$ cat config.mk
export PLATFORM = sky130hd
export DESIGN_NAME = skeleton_ram_bist_flat
export DESIGN_NICKNAME = d
export VERILOG_FILES = /design/src/rtl/skeleton_ram_bist_pkg.sv /design/src/rtl/skeleton_ram_bist_if.sv /design/src/rtl/skeleton_ram_bist_bram.sv /design/src/rtl/skeleton_ram_bist.sv /design/src/flat_wrapper.sv
export SDC_FILE = /design/constraint.sdc
export NUM_CORES = 2
export LEC_CHECK = 0
export CORE_MARGIN = 2
export CORE_UTILIZATION = 30
export DETAILED_ROUTE_END_ITERATION = 10
export MAX_ROUTING_LAYER = met4
export PLACE_DENSITY_LB_ADDON = 0.2
export RECOVER_POWER = 25
export SYNTH_ARGS = -nofsm -noshare
export SYNTH_HDL_FRONTEND = slang
export SYNTH_HIERARCHICAL = 1
export SYNTH_SLANG_ARGS = --single-unit
export TNS_END_PERCENT = 10
$ cat constraint.sdc
create_clock -name CLK_SYS -period 5.45 [get_ports CLK_SYS]
set_input_delay 1.09 -clock CLK_SYS [delete_from_list [all_inputs] [get_ports CLK_SYS]]
set_output_delay 1.09 -clock CLK_SYS [all_outputs]
set_load 0.005 [all_outputs]
$ cat src/rtl/skeleton_ram_bist_pkg.sv
// Shared types and helpers for the multi-bank RAM skeleton with built-in self-test.
package ram_skeleton_pkg;

  typedef enum logic [2:0] {
    S_IDLE,
    S_MAN_ACC,
    S_MAN_OUT,
    S_BIST_WR,
    S_BIST_RD,
    S_BIST_FLUSH,
    S_BIST_DONE
  } state_t;

  localparam logic [3:0] HEAD_TYPE_ID = 4'd5;
  localparam int         MAX_BANKS    = 4;
  localparam int         BANK_W       = 2;

  // Pass 1 writes the complement so every cell sees both polarities.
  function automatic logic [30:0] bist_pattern(input logic [30:0] seed,
                                               input logic [30:0] index,
                                               input logic        pass);
    logic [30:0] p;
    p = seed ^ index;
    return pass ? ~p : p;
  endfunction

endpackage

$ cat src/rtl/skeleton_ram_bist_if.sv
// Host-side control/data bus of the RAM skeleton; master = host, slave = skeleton.
interface skeleton_ram_bist_if #(
  parameter int BITWIDTH_IN   = 12,
  parameter int BITWIDTH_SYS  = 16,
  parameter int BITWIDTH_HEAD = 26,
  parameter int BITWIDTH_ADR  = 6
);
  logic                     EN;
  logic                     TRGG_START_CALC;
  logic                     MODE;
  logic                     RnW;
  logic [1:0]               BANK_SEL;
  logic [BITWIDTH_ADR-1:0]  ADR;
  logic [BITWIDTH_SYS-1:0]  DATA_IN;
  logic [BITWIDTH_SYS-1:0]  DATA_OUT;
  logic [BITWIDTH_HEAD-1:0] DATA_HEAD;
  logic                     RDY;
  logic                     ERR;

  modport master (
    output EN, TRGG_START_CALC, MODE, RnW, BANK_SEL, ADR, DATA_IN,
    input  DATA_OUT, DATA_HEAD, RDY, ERR
  );

  modport slave (
    input  EN, TRGG_START_CALC, MODE, RnW, BANK_SEL, ADR, DATA_IN,
    output DATA_OUT, DATA_HEAD, RDY, ERR
  );
endinterface

$ cat src/rtl/skeleton_ram_bist_bram.sv
// Single-port block RAM bank with registered read data (1-cycle latency), no reset on contents.
module bram_single #(
  parameter int DW = 12,
  parameter int AW = 6
) (
  input  logic          clk,
  input  logic          en,
  input  logic          we,
  input  logic [AW-1:0] adr,
  input  logic [DW-1:0] din,
  output logic [DW-1:0] dout
);

  logic [DW-1:0] mem [2**AW];
  logic [DW-1:0] rd_q;

  always_ff @(posedge clk) begin
    if (en) begin
      if (we) mem[adr] <= din;
      else    rd_q     <= mem[adr];
    end
  end

  assign dout = rd_q;

endmodule

$ cat src/rtl/skeleton_ram_bist.sv
// Multi-bank RAM skeleton: handshaked manual word access plus a two-pass write/read-compare BIST.
module skeleton_ram_bist
  import ram_skeleton_pkg::*;
#(
  parameter int BITWIDTH_IN   = 12,
  parameter int BITWIDTH_SYS  = 16,
  parameter int BITWIDTH_HEAD = 26,
  parameter int BITWIDTH_ADR  = 6,
  parameter int NUM_BANKS     = 2
) (
  input logic                CLK_SYS,
  input logic                RSTN,
  skeleton_ram_bist_if.slave bus
);

  localparam int IN    = BITWIDTH_IN;
  localparam int SYS   = BITWIDTH_SYS;
  localparam int AW    = BITWIDTH_ADR;
  localparam int NB    = (NUM_BANKS > MAX_BANKS) ? MAX_BANKS : NUM_BANKS;
  localparam int IDX_W = AW + BANK_W;
  localparam int WORDS = NB * (2**AW);

  state_t state_q, state_d;

  logic [BANK_W-1:0] bank_q, bank_d_q;
  logic [AW-1:0]     adr_q;
  logic [IN-1:0]     din_q;
  logic              rnw_q;
  logic [IDX_W-1:0]  idx_q, cmp_idx_q;
  logic              pass_q, cmp_pend_q;
  logic [SYS-1:0]    cnt_q, data_out_q;
  logic              err_q;

  logic              accept, idx_last, rdy;
  logic              acc_en, acc_we;
  logic [BANK_W-1:0] acc_bank;
  logic [AW-1:0]     acc_adr;
  logic [IN-1:0]     acc_wdata;
  logic [IN-1:0]     rd_data, wr_pattern, exp_word;
  logic              mismatch;
  logic              unused_din;

  logic [NB-1:0]     bank_en;
  logic [IN-1:0]     bank_dout [NB];

  assign accept     = (state_q == S_IDLE) && bus.EN && bus.TRGG_START_CALC;
  assign idx_last   = (idx_q == IDX_W'(WORDS - 1));
  assign wr_pattern = IN'(bist_pattern(31'(din_q), 31'(idx_q), pass_q));
  assign exp_word   = IN'(bist_pattern(31'(din_q), 31'(cmp_idx_q), pass_q));
  assign mismatch   = cmp_pend_q && (rd_data != exp_word);
  assign unused_din = ^bus.DATA_IN;

  always_ff @(posedge CLK_SYS or negedge RSTN) begin
    if (!RSTN) state_q <= S_IDLE;
    else       state_q <= state_d;
  end

  always_comb begin
    state_d = state_q;
    case (state_q)
      S_IDLE:       if (accept) state_d = bus.MODE ? S_BIST_WR : S_MAN_ACC;
      S_MAN_ACC:    state_d = S_MAN_OUT;
      S_MAN_OUT:    state_d = S_IDLE;
      S_BIST_WR:    if (idx_last) state_d = S_BIST_RD;
      S_BIST_RD:    if (idx_last) state_d = S_BIST_FLUSH;
      S_BIST_FLUSH: state_d = pass_q ? S_BIST_DONE : S_BIST_WR;
      S_BIST_DONE:  state_d = S_IDLE;
      default:      state_d = S_IDLE;
    endcase
  end

  always_comb begin
    rdy       = 1'b0;
    acc_en    = 1'b0;
    acc_we    = 1'b0;
    acc_bank  = bank_q;
    acc_adr   = adr_q;
    acc_wdata = din_q;
    case (state_q)
      S_IDLE:    rdy = 1'b1;
      S_MAN_ACC: begin
        acc_en = (32'(bank_q) < NB);
        acc_we = rnw_q;
      end
      S_BIST_WR, S_BIST_RD: begin
        acc_en    = 1'b1;
        acc_we    = (state_q == S_BIST_WR);
        acc_bank  = idx_q[IDX_W-1 -: BANK_W];
        acc_adr   = idx_q[AW-1:0];
        acc_wdata = wr_pattern;
      end
      default: ;
    endcase
  end

  always_ff @(posedge CLK_SYS or negedge RSTN) begin
    if (!RSTN) begin
      bank_q     <= '0;
      adr_q      <= '0;
      din_q      <= '0;
      rnw_q      <= 1'b0;
      idx_q      <= '0;
      cmp_idx_q  <= '0;
      pass_q     <= 1'b0;
      cmp_pend_q <= 1'b0;
      bank_d_q   <= '0;
      cnt_q      <= '0;
      data_out_q <= '0;
      err_q      <= 1'b0;
    end else begin
      if (accept) begin
        bank_q <= bus.BANK_SEL;
        adr_q  <= bus.ADR;
        din_q  <= bus.DATA_IN[SYS-1 -: IN];
        rnw_q  <= bus.RnW;
      end

      if (state_q == S_BIST_WR || state_q == S_BIST_RD)
        idx_q <= idx_last ? '0 : idx_q + IDX_W'(1);
      else
        idx_q <= '0;

      if (accept)                       pass_q <= 1'b0;
      else if (state_q == S_BIST_FLUSH) pass_q <= 1'b1;

      // Compare runs one cycle behind the read issue to match BRAM latency.
      cmp_pend_q <= (state_q == S_BIST_RD);
      cmp_idx_q  <= idx_q;
      bank_d_q   <= acc_bank;

      if (accept && bus.MODE)             cnt_q <= '0;
      else if (mismatch && (cnt_q != '1)) cnt_q <= cnt_q + SYS'(1);

      if (state_q == S_MAN_OUT && !rnw_q)
        data_out_q <= SYS'(rd_data) << (SYS - IN);
      else if (state_q == S_BIST_DONE)
        data_out_q <= cnt_q;

      if (state_q == S_BIST_DONE) err_q <= (cnt_q != '0);
    end
  end

  for (genvar b = 0; b < NB; b++) begin : g_bank
    assign bank_en[b] = acc_en && (acc_bank == BANK_W'(b));
    bram_single #(.DW(IN), .AW(AW)) u_bram (
      .clk  (CLK_SYS),
      .en   (bank_en[b]),
      .we   (acc_we),
      .adr  (acc_adr),
      .din  (acc_wdata),
      .dout (bank_dout[b])
    );
  end

  // Out-of-range bank selects fall through to zero.
  always_comb begin
    rd_data = '0;
    for (int b = 0; b < NB; b++)
      if (bank_d_q == BANK_W'(b)) rd_data = bank_dout[b];
  end

  assign bus.DATA_OUT  = data_out_q;
  assign bus.RDY       = rdy;
  assign bus.ERR       = err_q;
  assign bus.DATA_HEAD = BITWIDTH_HEAD'({HEAD_TYPE_ID, 6'(BITWIDTH_ADR), 2'(NB - 1), 4'd0,
                                         5'(BITWIDTH_IN), 5'(BITWIDTH_IN)});

endmodule

$ cat src/flat_wrapper.sv
// flat-port wrapper written by rule: the top's interface ports become plain ports
module skeleton_ram_bist_flat import ram_skeleton_pkg::*;
#(
  parameter int BITWIDTH_IN   = 12,
  parameter int BITWIDTH_SYS  = 16,
  parameter int BITWIDTH_HEAD = 26,
  parameter int BITWIDTH_ADR  = 6,
  parameter int NUM_BANKS     = 2
)
  (CLK_SYS, RSTN, bus_EN, bus_TRGG_START_CALC, bus_MODE, bus_RnW, bus_BANK_SEL, bus_ADR, bus_DATA_IN, bus_DATA_OUT, bus_DATA_HEAD, bus_RDY, bus_ERR);
  skeleton_ram_bist_if #(.BITWIDTH_IN(BITWIDTH_IN), .BITWIDTH_SYS(BITWIDTH_SYS), .BITWIDTH_HEAD(BITWIDTH_HEAD), .BITWIDTH_ADR(BITWIDTH_ADR)) bus_i ();
  input logic CLK_SYS;
  input logic RSTN;
  input wire logic [$bits(bus_i.EN)-1:0] bus_EN;
  input wire logic [$bits(bus_i.TRGG_START_CALC)-1:0] bus_TRGG_START_CALC;
  input wire logic [$bits(bus_i.MODE)-1:0] bus_MODE;
  input wire logic [$bits(bus_i.RnW)-1:0] bus_RnW;
  input wire logic [$bits(bus_i.BANK_SEL)-1:0] bus_BANK_SEL;
  input wire logic [$bits(bus_i.ADR)-1:0] bus_ADR;
  input wire logic [$bits(bus_i.DATA_IN)-1:0] bus_DATA_IN;
  output wire logic [$bits(bus_i.DATA_OUT)-1:0] bus_DATA_OUT;
  output wire logic [$bits(bus_i.DATA_HEAD)-1:0] bus_DATA_HEAD;
  output wire logic [$bits(bus_i.RDY)-1:0] bus_RDY;
  output wire logic [$bits(bus_i.ERR)-1:0] bus_ERR;
  assign bus_i.EN = bus_EN;
  assign bus_i.TRGG_START_CALC = bus_TRGG_START_CALC;
  assign bus_i.MODE = bus_MODE;
  assign bus_i.RnW = bus_RnW;
  assign bus_i.BANK_SEL = bus_BANK_SEL;
  assign bus_i.ADR = bus_ADR;
  assign bus_i.DATA_IN = bus_DATA_IN;
  assign bus_DATA_OUT = bus_i.DATA_OUT;
  assign bus_DATA_HEAD = bus_i.DATA_HEAD;
  assign bus_RDY = bus_i.RDY;
  assign bus_ERR = bus_i.ERR;
  skeleton_ram_bist #(.BITWIDTH_IN(BITWIDTH_IN), .BITWIDTH_SYS(BITWIDTH_SYS), .BITWIDTH_HEAD(BITWIDTH_HEAD), .BITWIDTH_ADR(BITWIDTH_ADR), .NUM_BANKS(NUM_BANKS)) u_core (.CLK_SYS(CLK_SYS), .RSTN(RSTN), .bus(bus_i));
endmodule
==> results.sh <==
export IMPL_status="finished, violations left"
export IMPL_violations="max-capacitance violations, max-slew violations"
export IMPL_synth_edf_count=1560
export IMPL_cts_max_level=4
export IMPL_fillers=20360
export IMPL_firstDrtPassIters=6
export IMPL_clockBufferDepth=3
export IMPL_crit_path_start_kind="flop"
export IMPL_clkSinkCount=1637
export IMPL_synth_area_per_cell_um2=16.55
export IMPL_async_flop_share_pct=4.704
export IMPL_clock_latency_ps=800
export IMPL_wl_per_cell_um=26.28
export IMPL_r2r_start="u_core/state_q[0]"
export IMPL_area_delta_synth_final_pct=18.14
export IMPL_hold_class="in -> async"
export IMPL_drt_total_wl_mm=189.8
export IMPL_finalSetupTns_ps=0
export IMPL_yosysMostFrequentCell="edfxtp_1"
export IMPL_fin_skew_ps=32.01
export IMPL_routabilityCongestion=0.8248
export IMPL_relSlewSlack_pct=-145.6
export IMPL_finalNetCount=4276
export IMPL_grt_max_degree=129
export IMPL_max_freq_ghz=0.2076
export IMPL_yosysTopAreaCell="edfxtp_1"
export IMPL_drv_slew=659
export IMPL_grt_pass1_vias=36530
export IMPL_finalHoldViolCount=0
export IMPL_grt_antenna_before_repair=4
export IMPL_drv_cap=11
export IMPL_p_leak_nw=24.75
export IMPL_vias=37200
export IMPL_initial_utilization_pct=30.18
export IMPL_layout_cells_non_filler=7224
export IMPL_p_total_mw=44.01
export IMPL_grt_pass1_wl_mm=271.6
export IMPL_path_clk_slew_ps=60
export IMPL_synth_cell_types=68
export IMPL_fin_crit_ps=4817
export IMPL_cts_buffers=172
export IMPL_drc=0
export IMPL_yosysSeqAreaShare_pct=75.30
export IMPL_r2r_setup_slack_ps=630
export IMPL_critPathRequiredTime_ps=5650
export IMPL_drt_iter0_markers=3716
export IMPL_die_w_um=468.6
export IMPL_portBuffers=43
export IMPL_fp_dieH_um=468.6
export IMPL_cts_tree="built"
export IMPL_synth_area_top_cells="edfxtp_1 (72%), a22oi_1 (3.5%), dfrtp_1 (3.0%)"
export IMPL_cp_max_fo=48
export IMPL_drive_gt1_share_pct=19.44
export IMPL_ff2ff_path_depth=6
export IMPL_ys_ff_latch=1637
export IMPL_dp_cells=6907
export IMPL_grt_remaining_overflow=0
export IMPL_postRouteAntennaNets=0
export IMPL_worst_setup_path_end_kind="flop"
export IMPL_root_buffer="clkbuf_16"
export IMPL_synth_top_cell_area_share_pct=72.33
export IMPL_grtUsageTotal_pct=17.55
export IMPL_post_route_period_util_pct=88.38
export IMPL_boundaryPins=74
export IMPL_synth_warnings=6
export IMPL_core_um2=214600
export IMPL_yosys_top_cells_count="edfxtp_1 (1560), a22oi_1 (306), nor2_1 (253)"
export IMPL_worst_pin_slew_ps=3684
export IMPL_postCtsSetupBuffers=0
export IMPL_postCtsHoldBufs=0
export IMPL_syn_inst=3913
export IMPL_powerDensity_nw_per_um2=575.2
export IMPL_r2r_end="u_core/g_bank[0].u_bram/mem[34][6]"
export IMPL_rows=170
export IMPL_setup_viol=0
export IMPL_viasPerCell=5.150
export IMPL_dp_hpwl_mm=117.5
export IMPL_criticalPathCategory="reg -> reg"
export IMPL_cts_resized=0
export IMPL_syn_cell_area_um2=64770
export IMPL_ys_flop_type="edfxtp_1"
export IMPL_rsz0062_at_grt="no"
export IMPL_fp_dieArea_um2=219600
export IMPL_peakVddDrop_mv=0.4352
export IMPL_cp_arrival_ps=5010
worst max-delay path, cell delays in order, from the launching register on:
cell      delay (ps)
dfrtp_1          480
nor2b_1          250
a21oi_2          670
clkbuf_1         450
nor2_1           200
xor2_4           230
clkbuf_1        1880
power by group:
part | leakage, nW | switching, mW | internal, mW
sequential | 15.0 | 0.358 | 16.0
clock | 2.71 | 4.86 | 6.75
combinational | 7.00 | 10.8 | 5.26
total | 24.7 | 16.0 | 28.0
flip-flops by register name (all words and copies together), names as in the netlist, 3 cells and up:
name and count:
u_core/adr_q 6, u_core/bus.DATA_OUT 16, u_core/cmp_idx_q 8, u_core/cnt_q 16, u_core/din_q 12, u_core/g_bank.u_bram/dout 24
u_core/g_bank.u_bram/mem 1536, u_core/idx_q 8, u_core/state_q 3
worst max-delay path by stage:
stage,end,slack [ps],start
finish,u_core/g_bank[0].u_bram/mem[34][6],630,u_core/state_q[0]
global route,u_core/g_bank[0].u_bram/mem[39][6],290,u_core/state_q[2]
CTS,u_core/g_bank[0].u_bram/dout[6],690,u_core/state_q[0]
detailed placement,u_core/g_bank[0].u_bram/dout[6],700,u_core/state_q[0]
global placement,u_core/g_bank[1].u_bram/dout[5],700,u_core/state_q[0]
floorplan,u_core/g_bank[0].u_bram/mem[0][10],-500,u_core/state_q[2]
kinds of logic after synthesis:
logic type	count (synthesis)	share of synthesized area, %
AOI/OAI and AO/OA	973	10.85
xor gates and xnor gates	48	0.6916
adders and majority gates	3	0.05796
buffers and inverters	317	2.278
DFF	1637	75.30
muxes	333	6.535
other	2	0.01160
and+or+nand+nor	600	4.273
final cells by class:
cell class | instances | area [µm²] | area share [%]
Multi-Input combinational cell | 1983 | 14880 | 19.45
Timing Repair Buffer | 439 | 3734 | 4.880
Inverter | 10 | 37.54 | 0.04906
Antenna cell | 8 | 20.02 | 0.02616
Clock inverter | 102 | 949.7 | 1.241
Tap cell | 2838 | 3551 | 4.641
Clock buffer | 207 | 4571 | 5.974
Sequential cell | 1637 | 48770 | 63.74
metrics by stage:
step	area [µm²]	setup slack, ps	hold WS [ps]	utilization (%)
detailed placement	71090	695.6	484.8	33.12
global route	76500	291.5	374.7	35.65
CTS	76610	686.9	80.34	35.70
floorplan	64860	-504.1	351.9	-
global placement	71090	702.2	484.9	33.12
finish	76510	633.0	356.1	35.65
layout by cell type (no fill, tap or decap), types with 13 or more instances in the layout:
cell type and count:
o22a_1 32, dlygate4sd3_1 18, clkbuf_16 176, edfxtp_1 1560, bufinv_16 17, clkdlybuf4s50_1 24
o21ai_0 119, a22oi_1 306, clkbuf_1 38, mux4_2 54, xnor2_1 24, o22ai_1 60
o211ai_1 28, mux2_2 122, a21oi_1 125, nor3_1 52, a221o_1 20, a221oi_1 114
nor2_1 247, clkinv_2 34, mux2i_1 148, conb_1 26, dfrtp_1 77, nand2_1 138
nor2b_1 15, a211oi_1 29, nand2b_1 13, nor4_1 16, buf_12 31, buf_4 349
a2bb2oi_1 14, a22o_1 60, nand3_1 19, clkinv_1 38
metal layers:
| layer | track usage (%) | wire length (µm) | share of wire, % | vias to the layer above |
|---|---|---|---|---|
| li1 | - | - | - | 16420 |
| met1 | 23.71 | 84620 | 45 | 19460 |
| met2 | 27.42 | 90370 | 48 | 1052 |
| met3 | 2.559 | 9604 | 5.1 | 270 |
| met4 | 5.213 | 5221 | 2.8 | 0 |
| met5 | - | 0 | 0 | - |
Power figures use the tool's default switching activity.
